## config.mk

```make
export PLATFORM = sky130hd
export DESIGN_NAME = simon_seq_engine
export DESIGN_NICKNAME = d
export VERILOG_FILES = /design/src/rtl/simon_seq_engine.sv
export SDC_FILE = /design/constraint.sdc
export NUM_CORES = 1
export LEC_CHECK = 0
export BUFFER_PORTS_ARGS = -buffer_cell sky130_fd_sc_hd__buf_2
export CELL_PAD_IN_SITES_DETAIL_PLACEMENT = 1
export CELL_PAD_IN_SITES_GLOBAL_PLACEMENT = 1
export CORE_MARGIN = 5
export CORE_UTILIZATION = 46
export DETAILED_ROUTE_END_ITERATION = 7
export PLACE_DENSITY_LB_ADDON = 0.3
export SYNTH_ARGS = -nofsm -noshare
export SYNTH_HDL_FRONTEND = slang
export SYNTH_SLANG_ARGS = --single-unit
```

## constraint.sdc

```tcl
create_clock -name clk -period 3.2 [get_ports clk]
set_clock_uncertainty 0.1 [all_clocks]
set_input_delay 0.16 -clock clk [delete_from_list [all_inputs] [get_ports clk]]
set_output_delay 0.16 -clock clk [all_outputs]
set_load 0.02 [all_outputs]
```

## src/rtl/simon_seq_engine.sv

```systemverilog
// rtl/simon_seq_engine.sv - Simon-says sequence engine; optional shortening notes via SIMON_SPEEDUP_EN
module simon_seq_engine #(
    parameter int          KEY_W         = 3,
    parameter int          MAX_LEN       = 16,
    parameter int          TICK_DIV      = 12500000,
    parameter int          NOTE_TICKS    = 4,
    parameter int          GAP_TICKS     = 2,
    parameter int          TIMEOUT_TICKS = 20,
    parameter int          SCORE_W       = 8,
    parameter logic [15:0] LFSR_SEED     = 16'hACE1
) (
    input  logic                             clk,
    input  logic                             reset_n,
    input  logic                             start,
    input  logic                             key_down,
    input  logic [KEY_W-1:0]                 key_code,
    output logic                             note_en,
    output logic [KEY_W-1:0]                 note_out,
    output logic [3:0]                       state,
    output logic [$clog2(MAX_LEN+1)-1:0]     seq_len,
    output logic [SCORE_W-1:0]               score,
    output logic                             fail,
    output logic                             win
);

    localparam int LEN_W = $clog2(MAX_LEN + 1);
    localparam int DEPTH = 1 << LEN_W;
    localparam int CNT_W = (TICK_DIV > 1) ? $clog2(TICK_DIV) : 1;
    localparam int T1    = (NOTE_TICKS > GAP_TICKS) ? NOTE_TICKS : GAP_TICKS;
    localparam int TMAX  = (T1 > TIMEOUT_TICKS) ? T1 : TIMEOUT_TICKS;
    localparam int TW    = $clog2(TMAX + 1);

    typedef enum logic [3:0] {
        S_IDLE      = 4'd0,
        S_ADD       = 4'd1,
        S_PLAY_NOTE = 4'd2,
        S_PLAY_GAP  = 4'd3,
        S_USER_WAIT = 4'd4,
        S_USER_HOLD = 4'd5,
        S_ROUND_OK  = 4'd6,
        S_FAIL      = 4'd7,
        S_WIN       = 4'd8
    } state_t;

    state_t             state_q, state_d;
    logic [LEN_W-1:0]   index, index_d, seq_len_d, idx_inc;
    logic [SCORE_W-1:0] score_d;
    logic [CNT_W-1:0]   tick_cnt;
    logic [TW-1:0]      tcnt;
    logic [TW-1:0]      note_len;
    logic               tick;
    logic               key_down_q;
    logic               press;
    logic [15:0]        lfsr;
    logic [KEY_W-1:0]   new_note;
    logic [KEY_W-1:0]   seq [DEPTH];
    logic               seq_wr;
    logic               note_en_d;
    logic [KEY_W-1:0]   note_out_d;

    assign state    = state_q;
    assign tick     = (tick_cnt == CNT_W'(TICK_DIV - 1));
    assign press    = key_down & ~key_down_q;
    assign new_note = lfsr[KEY_W-1:0];
    assign idx_inc  = index + LEN_W'(1);

`ifdef SIMON_SPEEDUP_EN
    int eff_ticks;

    // Later rounds play shorter notes: one tick less per four notes, never below one tick.
    always_comb begin
        eff_ticks = NOTE_TICKS - int'(seq_len >> 2);
        if (eff_ticks < 1) begin
            eff_ticks = 1;
        end
    end

    // Note length is fixed at ADD so a whole playback uses one length.
    always_ff @(posedge clk) begin
        if (reset_n) begin
            note_len <= TW'(NOTE_TICKS);
        end else if (state_q == S_ADD) begin
            note_len <= TW'(eff_ticks);
        end
    end
`else
    assign note_len = TW'(NOTE_TICKS);
`endif

    // Next-state logic and the values the registered outputs take on the next edge.
    always_comb begin
        state_d    = state_q;
        index_d    = index;
        seq_len_d  = seq_len;
        score_d    = score;
        seq_wr     = 1'b0;
        note_en_d  = 1'b0;
        note_out_d = '0;
        case (state_q)
            S_IDLE: begin
                if (start) state_d = S_ADD;
            end
            S_ADD: begin
                seq_wr    = 1'b1;
                seq_len_d = seq_len + LEN_W'(1);
                index_d   = '0;
                state_d   = S_PLAY_NOTE;
            end
            S_PLAY_NOTE: begin
                if (tick && tcnt == note_len - TW'(1)) state_d = S_PLAY_GAP;
            end
            S_PLAY_GAP: begin
                if (tick && tcnt == TW'(GAP_TICKS - 1)) begin
                    if (idx_inc == seq_len) begin
                        index_d = '0;
                        state_d = S_USER_WAIT;
                    end else begin
                        index_d = idx_inc;
                        state_d = S_PLAY_NOTE;
                    end
                end
            end
            S_USER_WAIT: begin
                // A press beats a timeout landing in the same cycle.
                if (press) begin
                    state_d = (key_code == seq[index]) ? S_USER_HOLD : S_FAIL;
                end else if (tick && tcnt == TW'(TIMEOUT_TICKS - 1)) begin
                    state_d = S_FAIL;
                end
            end
            S_USER_HOLD: begin
                if (!key_down) begin
                    index_d = idx_inc;
                    if (idx_inc == seq_len) begin
                        state_d = S_ROUND_OK;
                        score_d = (score == {SCORE_W{1'b1}}) ? score : score + SCORE_W'(1);
                    end else begin
                        state_d = S_USER_WAIT;
                    end
                end
            end
            S_ROUND_OK: begin
                if (tick && tcnt == TW'(GAP_TICKS - 1)) begin
                    state_d = (seq_len == LEN_W'(MAX_LEN)) ? S_WIN : S_ADD;
                end
            end
            S_FAIL, S_WIN: begin
                if (start) begin
                    seq_len_d = '0;
                    score_d   = '0;
                    index_d   = '0;
                    state_d   = S_ADD;
                end
            end
            default: state_d = S_IDLE;
        endcase

        note_en_d = (state_d == S_PLAY_NOTE) || (state_d == S_USER_HOLD);
        if (state_d == S_PLAY_NOTE) begin
            // The first note of a fresh game is being written this cycle, so forward it.
            note_out_d = (seq_wr && seq_len == '0) ? new_note : seq[index_d];
        end else if (state_d == S_USER_HOLD) begin
            note_out_d = (state_q == S_USER_WAIT) ? key_code : note_out;
        end
    end

    // State, counters, LFSR and registered outputs; reset overrides everything.
    always_ff @(posedge clk) begin
        if (reset_n) begin
            state_q    <= S_IDLE;
            index      <= '0;
            seq_len    <= '0;
            score      <= '0;
            tick_cnt   <= '0;
            tcnt       <= '0;
            key_down_q <= 1'b0;
            lfsr       <= LFSR_SEED;
            note_en    <= 1'b0;
            note_out   <= '0;
            fail       <= 1'b0;
            win        <= 1'b0;
        end else begin
            state_q    <= state_d;
            index      <= index_d;
            seq_len    <= seq_len_d;
            score      <= score_d;
            key_down_q <= key_down;
            lfsr       <= {1'b0, lfsr[15:1]} ^ ({16{lfsr[0]}} & 16'hB400);
            note_en    <= note_en_d;
            note_out   <= note_out_d;
            fail       <= (state_d == S_FAIL);
            win        <= (state_d == S_WIN);
            if (state_d != state_q) begin
                tick_cnt <= '0;
                tcnt     <= '0;
            end else if (tick) begin
                tick_cnt <= '0;
                tcnt     <= tcnt + TW'(1);
            end else begin
                tick_cnt <= tick_cnt + CNT_W'(1);
            end
        end
    end

    // Note storage needs no reset: only entries below seq_len are ever read.
    always_ff @(posedge clk) begin
        if (!reset_n && seq_wr) begin
            seq[seq_len] <= new_note;
        end
    end

endmodule

```

==> results.py <==
metrics = {
    "critical_path": {
        "cp_max_fo": 7,
        "worstPathRequired_ns": 3.46,
        "worstPathArrival_ns": 3.62,
        "critPathKind": "register to register",
        "timing.rr.start": "tcnt[1]$_SDFFE_PP0P_",
        "endpoint_kind": "register",
        "rrSetupSlack_ns": -0.16,
        "worstSetupStartpointType": "register",
        "worstReg2RegEnd": "note_out[0]$_SDFFE_PP0P_",
        "r2r_cells": 15,
    },
    "synth": {
        "synth_top_family_by_area": "simple AND/OR/NAND/NOR gates",
        "syn_nets": 796,
        "synthTopCellsByArea": "edfxtp_1 33%, dfxtp_1 17%, mux2i_1 7.4%",
        "ys_top_cells_by_count": "113 x nor2_1, 96 x edfxtp_1, 74 x dfxtp_1",
        "synth_ff_type": "edfxtp_1",
        "synth_compound_area_share_pct": 9.43,
        "synth.distinct_cells": 86,
        "yosysMostFrequentCell": "nor2_1",
        "synth_area_um2": 8650,
        "synth_top_area_share_pct": 33.3,
        "synthXorXnorAreaFrac_pct": 4.76,
        "muxShareOfSynthArea_pct": 12.7,
        "synth-seq-cells": 170,
        "synth_largest_area_cell": "edfxtp_1",
        "synthSimpleGateAreaFrac_pct": 17.8,
        "synth-adder-area-share_pct": 1.30,
        "yosys_warnings": 0,
        "ys_seq_area_share_pct": 50.4,
        "async_reset_ff_share_pct": 0,
        "syn_area_per_cell_um2": 11.1,
        "netlist_instances": 780,
        "synth_edf_count": 96,
    },
    "timing": {
        "post-route-min-period_ns": 3.36,
        "hold_viol_final": 0,
        "max_freq_ghz": 0.298,
        "setup_viol": 3,
        "fin_hold_ws_ns": 0.110,
        "slew_viol_final": 0,
        "rsz0062_at_grt": "true",
        "fin_tns_setup_ns": -0.432,
        "worst_slew_pin_slew_ns": 0.712,
        "period_share_pct": 105,
        "relSlewSlack_pct": 52.2,
        "finalWorstSetupSlack_ns": -0.157,
    },
    "routing": {
        "dr.pass1.iters": 5,
        "vias": 6869,
        "vias_per_cell": 5.97,
        "routed_wirelength_um": 26000,
        "post_drt_wl_per_cell_um": 22.6,
        "ant_nets": 0,
        "drtIter0Drc": 610,
        "remaining_drc_errors": 0,
    },
    "layout": {
        "nNetsFinal": 920,
        "drive_gt1_share_pct": 28.9,
        "fin_util_pct": 56.9,
        "n_fill_cell": 1994,
        "n_antenna_cell": 0,
        "final-instance-count-excl-fill": 1151,
        "fin_area_um2": 10600,
        "area_growth_pct": 22.6,
    },
    "die": {
        "core_um2": 18600,
        "initial_core_util_pct": 46.4,
        "rows": 50,
        "die_area_um2": 21700,
        "die_x_um": 147,
        "die-height_um": 147,
        "io-pin-count": 30,
    },
    "grt": {
        "antenna_found_initial": 0,
        "grt_usage_pct": 23.9,
        "grt-ovfl-total": 0,
        "grt_pass1_wl_um": 40100,
        "grt_pass1_vias": 7224,
        "grt_max_degree": 33,
    },
    "cts": {
        "clockBufferDepth": 2,
        "cts_root_buf": "clkbuf_16",
        "cts_tree": "yes",
        "cts_made_buffers": 17,
        "clk_pin_slew_ns": 0.07,
        "clock_latency_ns": 0.43,
        "numClockSinks": 170,
        "cts_htree_levels": 4,
    },
    "power_and_ir_drop": {
        "peakVddDrop_mv": 0.375,
        "p_leak_nw": 3.86,
        "power.total_mw": 4.67,
        "powerDensity_nw_per_um2": 440,
    },
    "outcome": {
        "status": "complete, but fails checks",
        "violations": "setup timing",
    },
    "place": {
        "port_buffers": 29,
        "placed_cells": 1097,
        "place_congestion": 0.895,
        "hpwl_um": 18800,
        "post-place-ws_ns": -0.355,
        "post_dp_cell_area_um2": 9610,
    },
    "worst_hold_path": {
        "worstHoldPathCells": 3,
        "min_to": "state[3]$_SDFF_PP0_",
        "hold_path_class": "primary input to register",
        "hp-start": "start",
    },
    "run": {
        "maxCapViolCount": 0,
    },
}
==> what timing repair did <==
| item | CTS | global route |
|---|---|---|
| cloned | 1 | 0 |
| hold buffers | 1 | 0 |
| endpoints found under the setup margin | 7 | 29 |
| hold endpoints to repair | 1 | 0 |
| gates resized for setup | 27 | 23 |
| setup buffers | 10 | 10 |
| pin swaps | 3 | 3 |
==> registers in the layout (all words and copies together) (netlist names) <==
name and flops:
tcnt 5, key_down_q 1, win 1, note_en 1
fail 1, seq_len 5, index 5, score 8
lfsr 16, tick_cnt 24, note_out 3, state 4
seq 96
==> metal layers <==
layer / GRT usage [%] / routed length (um)
met1: 28.6 / 10700
met3: 6.35 / 1430
met2: 40.9 / 12900
met5: 0 / 0
met4: 9.88 / 897
==> kinds of logic (layout without fill, tap and decap cells) <==
group / after synthesis / after routing
flip-flops: 170 / 170
XOR/XNOR: 47 / 47
buffers and inverters: 50 / 187
AND/OR/NAND/NOR: 302 / 302
multiplexers: 87 / 87
AO/OA/AOI/OAI: 115 / 115
adder cells (fa/ha/maj): 9 / 9
==> layout by cell type (no fill, tap or decap), types with 4 or more instances in the layout <==
master | synthesis | final
buf_4 | 5 | 99
a22oi_1 | 12 | 12
buf_2 | 8 | 29
or3_1 | 4 | 4
nand3_1 | 31 | 31
o21ai_1 | 2 | 8
a31oi_1 | 6 | 6
clkbuf_16 | 0 | 20
edfxtp_1 | 96 | 96
ha_1 | 9 | 7
a211oi_1 | 5 | 5
mux2_2 | 5 | 5
mux2i_1 | 64 | 59
inv_1 | 13 | 12
xor2_1 | 28 | 28
inv_6 | 0 | 6
nand3b_1 | 6 | 6
dfxtp_2 | 0 | 4
and3_1 | 9 | 9
xnor2_1 | 19 | 18
mux4_2 | 18 | 18
buf_12 | 1 | 9
a21oi_1 | 22 | 19
nor2b_1 | 12 | 12
a221oi_1 | 6 | 5
or2_2 | 9 | 9
mux2i_2 | 0 | 5
nor2_1 | 113 | 110
dfxtp_1 | 74 | 69
nand2b_1 | 7 | 6
o21ai_0 | 28 | 22
nand2_1 | 53 | 53
nor3_1 | 11 | 9
nand4_1 | 14 | 14
==> worst max-delay path by stage <==
| stage | start | to | slack, ns | cells after the start |
|---|---|---|---|---|
| 3_3_place_gp | index[1]$_SDFF_PP0_ | note_out[1]$_SDFFE_PP0P_ | -0.30 | 11 |
| 4_1_cts | index[1]$_SDFF_PP0_ | note_out[1]$_SDFFE_PP0P_ | -0.12 | 11 |
| 2_1_floorplan | tcnt[0]$_SDFFE_PP0P_ | note_out[2]$_SDFFE_PP0P_ | 0.01 | 12 |
| 6_report | tcnt[1]$_SDFFE_PP0P_ | note_out[0]$_SDFFE_PP0P_ | -0.16 | 15 |
| 5_1_grt | tcnt[1]$_SDFFE_PP0P_ | note_out[1]$_SDFFE_PP0P_ | -0.35 | 14 |
| 3_5_place_dp | index[1]$_SDFF_PP0_ | note_out[1]$_SDFFE_PP0P_ | -0.36 | 11 |
==> power by group <==
group          total, mW  internal [mW]  switching (mW)
combinational      0.246         0.0940           0.152
clock               2.07           1.17           0.902
sequential          2.35           2.33          0.0233
==> area by class of cell <==
| class | count | area (um2) | share of cell area, % |
|---|---|---|---|
| clock buffer | 21 | 514 | 4.85 |
| clock inverter | 11 | 87.6 | 0.825 |
| sequential | 170 | 4370 | 41.2 |
| inverter | 14 | 52.6 | 0.495 |
| timing repair buffer | 141 | 1140 | 10.7 |
| tap | 234 | 293 | 2.76 |
| multi-input combinational | 560 | 4150 | 39.1 |
==> worst max-delay path, cell delays in order, from the launching register on <==
cell and delay, ns:
dfxtp_2 0.33, inv_2 0.04, ha_1 0.11, or4b_4 0.46
or3_4 0.37, nor3_4 0.21, a211oi_2 0.14, nor2_4 0.16
buf_12 0.15, buf_8 0.14, mux2i_1 0.09, mux2i_2 0.24
a221oi_1 0.12, buf_4 0.16, a2111oi_2 0.31, o2bb2ai_1 0.15
Note: power is estimated with default switching activity, not from simulation.
